===== config.mk =====
export PLATFORM = sky130hd
export DESIGN_NAME = vend_arb_ctrl
export DESIGN_NICKNAME = d
export VERILOG_FILES = /design/src/rtl/vend_arb_ctrl.sv
export SDC_FILE = /design/constraint.sdc
export NUM_CORES = 1
export LEC_CHECK = 0
export CAP_MARGIN = 10
export CORE_ASPECT_RATIO = 1.5
export CORE_MARGIN = 2
export CORE_UTILIZATION = 53
export CTS_CLUSTER_DIAMETER = 200
export DETAILED_ROUTE_END_ITERATION = 6
export PLACE_DENSITY_LB_ADDON = 0.05
export SYNTH_ARGS = -nofsm -noshare
export SYNTH_HDL_FRONTEND = slang
export SYNTH_SLANG_ARGS = --single-unit
export TNS_END_PERCENT = 100

===== constraint.sdc =====
create_clock -name clk -period 3.42 [get_ports clk]
set_input_delay 0.684 -clock clk [delete_from_list [all_inputs] [get_ports clk]]
set_output_delay 0.684 -clock clk [all_outputs]
set_load 0.01 [all_outputs]

===== src/rtl/vend_arb_ctrl.sv =====
// rtl/vend_arb_ctrl.sv - coin vending controller with round-robin product arbitration
//
// Purpose: collects 5/10-cent coins into a 4-bit credit (units of 5 cents),
// grants one of four product requests round-robin once credit covers PRICE,
// holds dispense for DISP_CYCLES clocks, then pays back any remaining credit
// one unit per clock on change_pulse. All outputs are registered.
//
// Ports:
//   clk          in   rising-edge clock
//   rst          in   synchronous active-high reset
//   coin_5       in   one-cycle pulse, +1 unit
//   coin_10      in   one-cycle pulse, +2 units
//   req[3:0]     in   level product requests, bit i = product i
//   cancel       in   level, abort session and return credit
//   sel[1:0]     out  last granted product index
//   dispense     out  high while the product is released
//   change_pulse out  one pulse per returned unit
//   coin_reject  out  one-cycle pulse, coin(s) refused
//   busy         out  high in DISPENSE or CHANGE
//   credit[3:0]  out  current credit in units
module vend_arb_ctrl #(
  parameter int unsigned PRICE       = 3,
  parameter int unsigned DISP_CYCLES = 4
) (
  input  logic       clk,
  input  logic       rst,
  input  logic       coin_5,
  input  logic       coin_10,
  input  logic [3:0] req,
  input  logic       cancel,
  output logic [1:0] sel,
  output logic       dispense,
  output logic       change_pulse,
  output logic       coin_reject,
  output logic       busy,
  output logic [3:0] credit
);

  typedef enum logic [1:0] {
    S_IDLE     = 2'd0,
    S_COLLECT  = 2'd1,
    S_DISPENSE = 2'd2,
    S_CHANGE   = 2'd3
  } state_e;

  localparam logic [3:0] PRICE_C   = 4'(PRICE);
  localparam logic [3:0] DISP_LAST = 4'(DISP_CYCLES - 1);

  state_e     state_q, state_d;
  logic [3:0] credit_q, credit_d;
  logic [1:0] ptr_q, ptr_d;
  logic [1:0] sel_q, sel_d;
  logic [3:0] cnt_q, cnt_d;
  logic       dispense_q, dispense_d;
  logic       change_q, change_d;
  logic       reject_q, reject_d;
  logic       busy_q, busy_d;

  logic [1:0] coin_sum;
  logic [4:0] credit_sum;
  logic       open_st;
  logic       cancel_eff;
  logic       grant;
  logic       coin_ok;
  logic       req_hit;
  logic [1:0] grant_idx;
  logic [1:0] cand;

  // Round-robin search starting at ptr_q; 2-bit arithmetic wraps mod 4.
  always_comb begin
    req_hit   = 1'b0;
    grant_idx = ptr_q;
    cand      = ptr_q;
    for (int k = 0; k < 4; k++) begin
      cand = ptr_q + 2'(k);
      if (!req_hit && req[cand]) begin
        req_hit   = 1'b1;
        grant_idx = cand;
      end
    end
  end

  assign coin_sum   = {1'b0, coin_5} + {coin_10, 1'b0};
  assign credit_sum = {1'b0, credit_q} + {3'b000, coin_sum};
  assign open_st    = (state_q == S_IDLE) || (state_q == S_COLLECT);
  // Cancel only matters when there is a session holding credit.
  assign cancel_eff = cancel && ((state_q == S_COLLECT) ||
                                 ((state_q == S_IDLE) && (credit_q != 4'd0)));
  // Eligibility uses the pre-coin credit of this cycle.
  assign grant      = open_st && !cancel_eff && req_hit && (credit_q >= PRICE_C);
  // Overflow check is on the pre-grant credit so a coin can never wrap.
  assign coin_ok    = open_st && !cancel_eff && (coin_sum != 2'd0) && (credit_sum <= 5'd15);

  always_comb begin
    state_d  = state_q;
    credit_d = credit_q;
    ptr_d    = ptr_q;
    sel_d    = sel_q;
    cnt_d    = cnt_q;
    reject_d = (coin_sum != 2'd0) && !coin_ok;

    case (state_q)
      S_IDLE, S_COLLECT: begin
        if (cancel_eff) begin
          state_d = (credit_q != 4'd0) ? S_CHANGE : S_IDLE;
        end else if (grant) begin
          state_d  = S_DISPENSE;
          sel_d    = grant_idx;
          ptr_d    = grant_idx + 2'd1;
          cnt_d    = DISP_LAST;
          credit_d = credit_q - PRICE_C + (coin_ok ? {2'b00, coin_sum} : 4'd0);
        end else if (coin_ok) begin
          state_d  = S_COLLECT;
          credit_d = credit_sum[3:0];
        end
      end
      S_DISPENSE: begin
        if (cnt_q == 4'd0) begin
          state_d = (credit_q != 4'd0) ? S_CHANGE : S_IDLE;
        end else begin
          cnt_d = cnt_q - 4'd1;
        end
      end
      S_CHANGE: begin
        if (credit_q != 4'd0) begin
          credit_d = credit_q - 4'd1;
        end
        if (credit_q <= 4'd1) begin
          state_d = S_IDLE;
        end
      end
      default: state_d = S_IDLE;
    endcase

    // Status outputs track the state being entered so they register with it.
    dispense_d = (state_d == S_DISPENSE);
    change_d   = (state_d == S_CHANGE);
    busy_d     = dispense_d || change_d;
  end

  always_ff @(posedge clk) begin
    if (rst) begin
      state_q    <= S_IDLE;
      credit_q   <= 4'd0;
      ptr_q      <= 2'd0;
      sel_q      <= 2'd0;
      cnt_q      <= 4'd0;
      dispense_q <= 1'b0;
      change_q   <= 1'b0;
      reject_q   <= 1'b0;
      busy_q     <= 1'b0;
    end else begin
      state_q    <= state_d;
      credit_q   <= credit_d;
      ptr_q      <= ptr_d;
      sel_q      <= sel_d;
      cnt_q      <= cnt_d;
      dispense_q <= dispense_d;
      change_q   <= change_d;
      reject_q   <= reject_d;
      busy_q     <= busy_d;
    end
  end

  assign sel          = sel_q;
  assign dispense     = dispense_q;
  assign change_pulse = change_q;
  assign coin_reject  = reject_q;
  assign busy         = busy_q;
  assign credit       = credit_q;

endmodule

== Yosys cells after proc, flatten, opt, wreduce, memory -nomap -nowiden ==
Cells that the tools add are included.

* Bits in latches: 0
* Memory bits (writable): 0
* Input bits: 9
* ROM bits: 0
* Register bits after elaboration: 18
* Output and inout bits: 10
* Memories: 0

* $mul: 0
* Eq/ne operators: 10
* Order comparisons: 7
* Add/subtract/negate cells: 10
* Bitwise operators: 1
* Divide/modulo/power cells: 0
* Shift-type cells: 0
* Mux-type cells: 32
* Reductions and logical operators: 29

{| class="wikitable"
|+ Operators with widths
! operator !! count
|-
| 4-bit two-way mux || 7
|-
| 2-bit two-way mux || 10
|-
| 4-bit case mux with 2 select lines || 2
|-
| 2-bit by 3-bit < comparator with 1-bit output (second input constant) || 4
|-
| 1-bit logical AND || 11
|-
| 1-bit binary-select mux with 2-bit select || 4
|-
| 2-bit equality test (second input constant) || 4
|-
| 1-bit two-way mux || 8
|-
| 2-bit != test (second input constant) || 4
|-
| 4-bit AND reduction || 2
|-
| 4-bit by 1-bit subtractor with 4-bit output (second input constant) || 2
|-
| 2-bit case mux with 3 select lines || 1
|-
| 2-bit nonzero test || 3
|-
| 4-bit by 2-bit adder with 5-bit output || 1
|-
| 5-bit by 4-bit <= comparator with 1-bit output (second input constant) || 1
|-
| 1-bit logical NOT || 5
|-
| 2-bit by 1-bit adder with 2-bit output (second input constant) || 2
|-
| 2-bit adder (second input constant) || 2
|-
| 4-bit by 2-bit adder with 4-bit output || 1
|-
| 4-bit by 2-bit greater-or-equal comparator with 1-bit output (second input constant) || 1
|-
| 4-bit by 1-bit <= comparator with 1-bit output (second input constant) || 1
|-
| 4-bit logical NOT || 1
|-
| 4-bit nonzero test || 1
|-
| 4-bit by 2-bit subtractor with 4-bit output (second input constant) || 1
|-
| 8 further kinds || 10
|}

== Logic depth before layout (Yosys ltp) ==
Gate-level depths: netlist of run 1.

* Word-level depth: 19
* Depth in mapped cells: 12

== Worst setup path before layout of run 1 ==
Ideal clock, no wire load.

* Kind: input port to flip-flop
* From: in coin_5
* To: reg credit_q[3], in the netlist credit[3]
* Setup time: 123 ps
* Stages: 10
* Path buffers: 0
* Arrival time: 2,974 ps
* Path slack: 322 ps
* Cell sequence: ha_1 fa_1 and3_1 nor2_1 and3_1 ha_1 a211oi_1 nand2_1 a311oi_1 mux2_1

* Longest elaborated chain between the ends: 9

{| class="wikitable"
|+ RTL lines
! element !! line !! source
|-
| start: declaration || 27 || <nowiki>input logic coin_5,</nowiki>
|-
| 1-bit by 2-bit adder with 2-bit output * || 83 || <nowiki>assign coin_sum = {1'b0, coin_5} + {coin_10, 1'b0};</nowiki>
|-
| 4-bit by 2-bit adder with 5-bit output / 2-bit nonzero test (equally long branches) || 84, 92 ||
|-
| 5-bit by 4-bit <= comparator with 1-bit output / 1-bit logical AND (equally long branches) || 92 || <nowiki>assign coin_ok = open_st && !cancel_eff && (coin_sum != 2'd0) && (credit_sum <= 5'd15);</nowiki>
|-
| 1-bit logical AND || 92 ||
|-
| 2-bit two-way mux || 111 || <nowiki>credit_d = credit_q - PRICE_C + (coin_ok ? {2'b00, coin_sum} : 4'd0);</nowiki>
|-
| 4-bit by 2-bit adder with 4-bit output || 111 ||
|-
| 4-bit two-way mux || 106 || <nowiki>end else if (grant) begin</nowiki>
|-
| 4-bit two-way mux || 104 || <nowiki>if (cancel_eff) begin</nowiki>
|-
| 4-bit case mux with 2 select lines || 102 || <nowiki>case (state_q)</nowiki>
|-
| end signal: assignment || 154 || <nowiki>credit_q <= credit_d;</nowiki>
|-
| end: declaration || 50 || <nowiki>logic [3:0] credit_q, credit_d;</nowiki>
|}

Mark *: on every way between the ends. The rest lies on a longest branch, timed or not. The select of a mux whose other input is x is not followed.
A chain may end at the register's enable or synchronous reset.

== Worst setup path in the final report of run 1 ==
Ends and elaborated chain as after synthesis.

==> results.json, run 1 <==
{
  "vias_per_cell": 6.27,
  "grt_overflow_total": 0,
  "fp.dieW_um": 43.6,
  "synth.area.top_cells": "sky130_fd_sc_hd__dfxtp_1 27%, sky130_fd_sc_hd__ha_1 9.0%, sky130_fd_sc_hd__a21oi_1 4.4%",
  "critical_path.startpoint_type": "input port",
  "whs_ns": 0.474,
  "drc": 0,
  "place.gp.congestion": 0.837,
  "timing.critical_path.arrival_ns": 3.46,
  "portBuffers": 18,
  "crit_fanout": 3,
  "report.final.slew_viol_count": 0,
  "clock_transition_time_at_the_flip_flop_clock_pins_of_the_worst_setup_and_hold_paths_ns": 0.11,
  "timing.final.hold_violations": 0,
  "worstMarginPinSlew_ns": 0.618,
  "cts_tree": "yes",
  "synth_top_family_by_area": "simple AND/OR/NAND/NOR gates",
  "ys_seq_area_share_pct": 27.3,
  "drt.antenna.violating_nets": 0,
  "core_footprint_um2": 2230,
  "mappedNetlistNets": 164,
  "design_power_w": 0.00115,
  "cp_cell_sequence": "clkdlybuf4s50_1 -> ha_1 -> fa_2 -> and3_1 -> nor2_1 -> and3_1 -> ha_1 -> a211oi_2 -> nand2_1 -> a311oi_2 -> mux2_4",
  "area_fraction_in_and_or_nand_and_nor_cells_after_synthesis_pct": 26.2,
  "outcome": "finished, final reports clean",
  "critical-path-max-stage-delay_ns": 0.44,
  "static-leakage-power_nw": 0.625,
  "final-setup-viol-count": 0,
  "cap_violations": 0,
  "hpwl_um": 2200,
  "ctsLongestPathBuffers": 2,
  "std_cell_rows": 21,
  "crit_path_top_delay_cell": "sky130_fd_sc_hd__clkdlybuf4s50_1",
  "dr.pass1.iters": 4,
  "routed-via-count": 1235,
  "timing.fmax_ghz": 0.307,
  "powerDensity_nw_per_um2": 733,
  "synth_top_cell_by_area": "sky130_fd_sc_hd__dfxtp_1",
  "final.period_utilization_pct": 95.2,
  "pin_count": 19,
  "dieHeight_um": 63.4,
  "numCtsBuffers": 3,
  "crit_path_end_kind": "flop",
  "grt_usage_pct": 23.8,
  "initial_utilization_pct": 55.9,
  "data_required_time_of_the_worst_path_ns": 3.63,
  "yosysWarningCount": 0,
  "first_global_vias": 1185,
  "criticalPathCategory": "input port to flop",
  "wire_per_inst_um": 15.1,
  "synthCells": 144,
  "min_period_ns": 3.26,
  "antennaDiodeCount": 0,
  "n_fill_cell": 184,
  "maximum_ir_drop_on_the_vdd_rail_mv": 0.495,
  "drt-initial-drc-count": 44,
  "syn2layout_area_growth_pct": 26.2,
  "skew_ns": 0.00318,
  "antenna_found_initial": 0,
  "fp.dieArea_um2": 2770,
  "layout.nets": 195,
  "synthesis.area_per_instance_um2": 8.66,
  "finalWirelength_um": 2970,
  "postSynthRegisterBits": 17,
  "synth.area.mux_share_pct": 5.22,
  "regArea_um2": 340,
  "clock_tree.htree_level_count": 1,
  "cts-root-buf": "sky130_fd_sc_hd__clkbuf_4",
  "unique_masters_post_synth": 44,
  "multiInputGateArea_um2": 870,
  "max-slew-margin-rel_pct": 58.7,
  "synth-adder-area-share_pct": 12.2,
  "synthDominantCellAreaShare_pct": 27.3,
  "clock_insertion_delay_at_the_later_pin_of_the_skew_report_ns": 0.31,
  "synth-compound-area-share_pct": 21.5,
  "cts.sinks": 17,
  "synth.cell_area_um2": 1250,
  "layout.cells.most_common_list": "18 x sky130_fd_sc_hd__clkdlybuf4s50_1, 17 x sky130_fd_sc_hd__dfxtp_1, 12 x sky130_fd_sc_hd__nor2_1, 12 x sky130_fd_sc_hd__buf_4, 11 x sky130_fd_sc_hd__a21oi_1",
  "layout.cells.most_common": "sky130_fd_sc_hd__clkdlybuf4s50_1",
  "setup_repair_after_global_routing_missed_its_margin": "no",
  "post_synthesis_xor_xnor_area_fraction_pct": 3.21,
  "ctsHoldBuffers": 0,
  "hold_path_class": "flop to flop",
  "post_route_cells_drive_above_1_share_pct": 18.4,
  "grt_first_pass_wirelength_um": 5090,
  "grt_start_max_net_pins": 16
}
## through the flow
step / worst slack (ns) / instance area (um2) / std cells / util [%] / setup TNS (ns)
floorplan: 0.322 / 1250 / 144 / - / 0
global placement: -0.0753 / 1520 / 192 / 68.1 / -0.137
detailed placement: -0.233 / 1520 / 192 / 68.1 / -0.413
CTS: 0.0919 / 1550 / 196 / 69.4 / 0
global route: 0.0539 / 1570 / 197 / 70.5 / 0
finish: 0.163 / 1570 / 197 / 70.5 / 0
## cell type report
type,count,share of cell area (%)
Multi-Input combinational cell,113,55.2
Inverter,10,2.38
Clock inverter,1,0.318
Sequential cell,17,21.6
Tap cell,23,1.83
Timing Repair Buffer,30,17.2
Clock buffer,3,1.43
## where the power goes
group	internal (W)	total, W	switching, W	leakage (nW)
logic	0.000355	0.000713	0.000358	0.469
clock network	0.0000437	0.000118	0.0000747	0.0177
registers	0.000255	0.000322	0.0000675	0.139
total	0.000653	0.00115	0.000500	0.625
## worst max-delay path, delay by kind of cell
kind                     cells  cell delay, ns
AO/OA/AOI/OAI                2            0.51
adder cells (fa/ha/maj)      3            0.84
buffers and inverters        1            0.44
multiplexers                 1            0.33
AND/OR/NAND/NOR              4            0.65
## synthesized netlist by cell type (all sizes together)
cell     number
or2           2
o22ai         2
o31ai         2
nor3b         3
and3          2
a211oi        5
a2bb2oi       1
dfxtp        17
mux2          2
or4b          1
or4           1
nor4          2
fa            2
clkbuf        1
nand2         9
a31oi         2
a31o          1
or3           1
o21a          1
inv          10
a21oi        12
xor2          2
nand2b        4
a2111oi       1
a311oi        3
mux2i         2
nor2b         6
buf           3
a22oi         1
xnor3         1
nor2         12
a32o          1
ha            9
nor3          9
or3b          2
o21ai         3
o211ai        2
mux4          1
nand3         3
## cell families after synthesis
logic type                 count (synthesis)
AOI/OAI and AO/OA                         37
xor gates and xnor gates                   3
adders and majority gates                 11
buffers and inverters                     14
DFF                                       17
muxes                                      5
and+or+nand+nor                           57
## registers in the layout, summed over array words and instances (netlist names)
signal	flops
change_pulse	1
cnt_q	4
coin_reject	1
credit	4
dispense	1
ptr_q	2
sel	2
state_q	2
## path summary, 6_finish.rpt
path / start / to / slack, ns / depth (start not counted)
worst min-delay path: sel[1] / sel[1] / 0.47 / 2
worst max register to register: credit[0] / credit[3] / 0.35 / 10
worst max-delay path: coin_5 / credit[3] / 0.16 / 11
worst min register to register: sel[1] / sel[1] / 0.47 / 2
## metal layers
layer  part of all wire (%)  wire length, um  global-route usage, %
met1                     39             1160                   27.6
met5                      0                0                      0
met4                    3.4              102                   11.4
met2                     52             1530                   41.2
met3                    6.1              180                   3.15
## timing repair
item	CTS	global route
setup endpoints to repair	0	1
setup buffers	0	1
gates resized for setup	0	4
hold endpoints to repair	0	0
No activity file was read; power rests on OpenSTA's default activity.
==> run 2, diff against run 1 <==
--- a/config.mk
+++ b/config.mk
@@ -8,7 +8,7 @@
 export CAP_MARGIN = 10
 export CORE_ASPECT_RATIO = 1.5
 export CORE_MARGIN = 2
-export CORE_UTILIZATION = 53
+export CORE_UTILIZATION = 50
 export CTS_CLUSTER_DIAMETER = 200
 export DETAILED_ROUTE_END_ITERATION = 6
 export PLACE_DENSITY_LB_ADDON = 0.05
==> results.json, run 2 (synthesized netlist as in run 1, its figures left out) <==
{
  "antenna_found_initial": 0,
  "dieHeight_um": 65.2,
  "syn2layout_area_growth_pct": 26.0,
  "wire_per_inst_um": 14.8,
  "cts.sinks": 17,
  "worst_hold_startpoint": "sel[1]",
  "n_fill_cell": 225,
  "ctsHoldBuffers": 0,
  "ctsLongestPathBuffers": 2,
  "dr.pass1.iters": 5,
  "final.period_utilization_pct": 96.5,
  "layout_setup_ws_ns": 0.119,
  "worstMarginPinSlew_ns": 0.581,
  "hpwl_um": 2340,
  "criticalPathCategory": "input port to flop",
  "grt_usage_pct": 22.4,
  "hold_end": "sel[1]",
  "grt_first_pass_wirelength_um": 4890,
  "layout.cells.most_common_list": "18 x sky130_fd_sc_hd__clkdlybuf4s50_1, 17 x sky130_fd_sc_hd__dfxtp_1, 13 x sky130_fd_sc_hd__buf_4, 12 x sky130_fd_sc_hd__nor2_1, 11 x sky130_fd_sc_hd__a21oi_1",
  "clock_insertion_delay_at_the_later_pin_of_the_skew_report_ns": 0.30,
  "clock_transition_time_at_the_flip_flop_clock_pins_of_the_worst_setup_and_hold_paths_ns": 0.11,
  "static-leakage-power_nw": 0.630,
  "portBuffers": 18,
  "fp.dieW_um": 44.8,
  "clock_tree.htree_level_count": 1,
  "vias_per_cell": 5.97,
  "hold_path_class": "flop to flop",
  "timing.critical_path.arrival_ns": 3.49,
  "fp.dieArea_um2": 2920,
  "critical_path_startpoint": "coin_5",
  "ff2ff_setup_slack_ns": 0.33,
  "max-slew-margin-rel_pct": 61.2,
  "core_footprint_um2": 2420,
  "post-cts-setup-buffers": 0,
  "timing.fmax_ghz": 0.303,
  "grt_start_max_net_pins": 16,
  "crit_fanout": 2,
  "data_required_time_of_the_worst_path_ns": 3.61,
  "reg2reg_from": "credit[0]",
  "first_global_vias": 1182,
  "min_period_ns": 3.30,
  "maximum_ir_drop_on_the_vdd_rail_mv": 0.512,
  "drc": 0,
  "post_route_cells_drive_above_1_share_pct": 17.1,
  "skew_ns": 0.00342,
  "min_path_cells": 2,
  "finish.utilization_pct": 64.9,
  "drt.antenna.violating_nets": 0,
  "critical_path.startpoint_type": "input port",
  "grt_overflow_total": 0,
  "crit_path_end_kind": "flop",
  "cts_resized": 0,
  "outcome": "finished, final reports clean",
  "pin_count": 19,
  "std_cell_rows": 22,
  "report.final.slew_viol_count": 0,
  "initial_utilization_pct": 51.5,
  "cts-root-buf": "sky130_fd_sc_hd__clkbuf_4",
  "worst-r2r-cell-count": 10,
  "setup_repair_after_global_routing_missed_its_margin": "no",
  "final-setup-viol-count": 0,
  "cap_violations": 0,
  "powerDensity_nw_per_um2": 714,
  "routed-via-count": 1188,
  "layout.cells.most_common": "sky130_fd_sc_hd__clkdlybuf4s50_1",
  "drt-initial-drc-count": 22,
  "critical_path.reg2reg.endpoint": "credit[3]",
  "place.gp.congestion": 0.894,
  "finalWirelength_um": 2940,
  "cts_tree": "yes",
  "antennaDiodeCount": 0,
  "timing.final.hold_violations": 0,
  "pre_cts_ws_ns": -0.217,
  "layout.nets": 196,
  "numCtsBuffers": 3
}
[run 2: final cells by class]
type	count	area, um2	share of cell area, %
multi-input cells	113	858	54.6
well taps	24	30.0	1.91
clock buffers	3	22.5	1.43
clock inverters	1	5.00	0.318
flip-flops and latches	17	340	21.7
repair buffers	31	278	17.7
inverters	10	37.5	2.39
[run 2: layer usage]
| metal | vias up | wire length, um | global-route usage [%] |
|---|---|---|---|
| li1 | 592 | - | - |
| met1 | 562 | 1150 | 22.0 |
| met2 | 24 | 1590 | 42.8 |
| met3 | 10 | 82 | 3.85 |
| met4 | 0 | 107 | 10.7 |
| met5 | - | 0 | 0 |
[run 2: critical path, cell delays in order]
cell	delay [ns]
sky130_fd_sc_hd__clkdlybuf4s50_1	0.44
sky130_fd_sc_hd__ha_1	0.24
sky130_fd_sc_hd__fa_1	0.38
sky130_fd_sc_hd__and3_1	0.21
sky130_fd_sc_hd__nor2_1	0.11
sky130_fd_sc_hd__and3_1	0.19
sky130_fd_sc_hd__ha_1	0.23
sky130_fd_sc_hd__a211oi_1	0.25
sky130_fd_sc_hd__nand2_1	0.10
sky130_fd_sc_hd__a311oi_2	0.30
sky130_fd_sc_hd__mux2_1	0.35
[run 2: worst max path at each step]
stage                      to
floorplan           credit[3]
global placement    credit[3]
detailed placement  credit[3]
CTS                 credit[3]
global route        credit[3]
finish              credit[3]
[run 2: power by group]
part | internal [W] | switching [W] | total (W)
combinational | 0.000345 | 0.000341 | 0.000685
clock | 0.0000436 | 0.0000686 | 0.000112
sequential | 0.000255 | 0.0000693 | 0.000324
[run 2: stage by stage]
stage / hold WS [ns] / std cells / area [um2] / setup TNS [ns] / power (W)
6_report: 0.471 / 199 / 1570 / 0 / 0.00112
5_1_grt: 0.505 / 199 / 1570 / 0 / 0.00122
4_1_cts: 0.473 / 199 / 1570 / 0 / 0.00112
3_5_place_dp: 0.458 / 195 / 1540 / -0.338 / 0.00101
3_3_place_gp: 0.446 / 195 / 1540 / -0.0706 / 0.000991
2_1_floorplan: 0.468 / 144 / 1250 / 0 / 0.000785
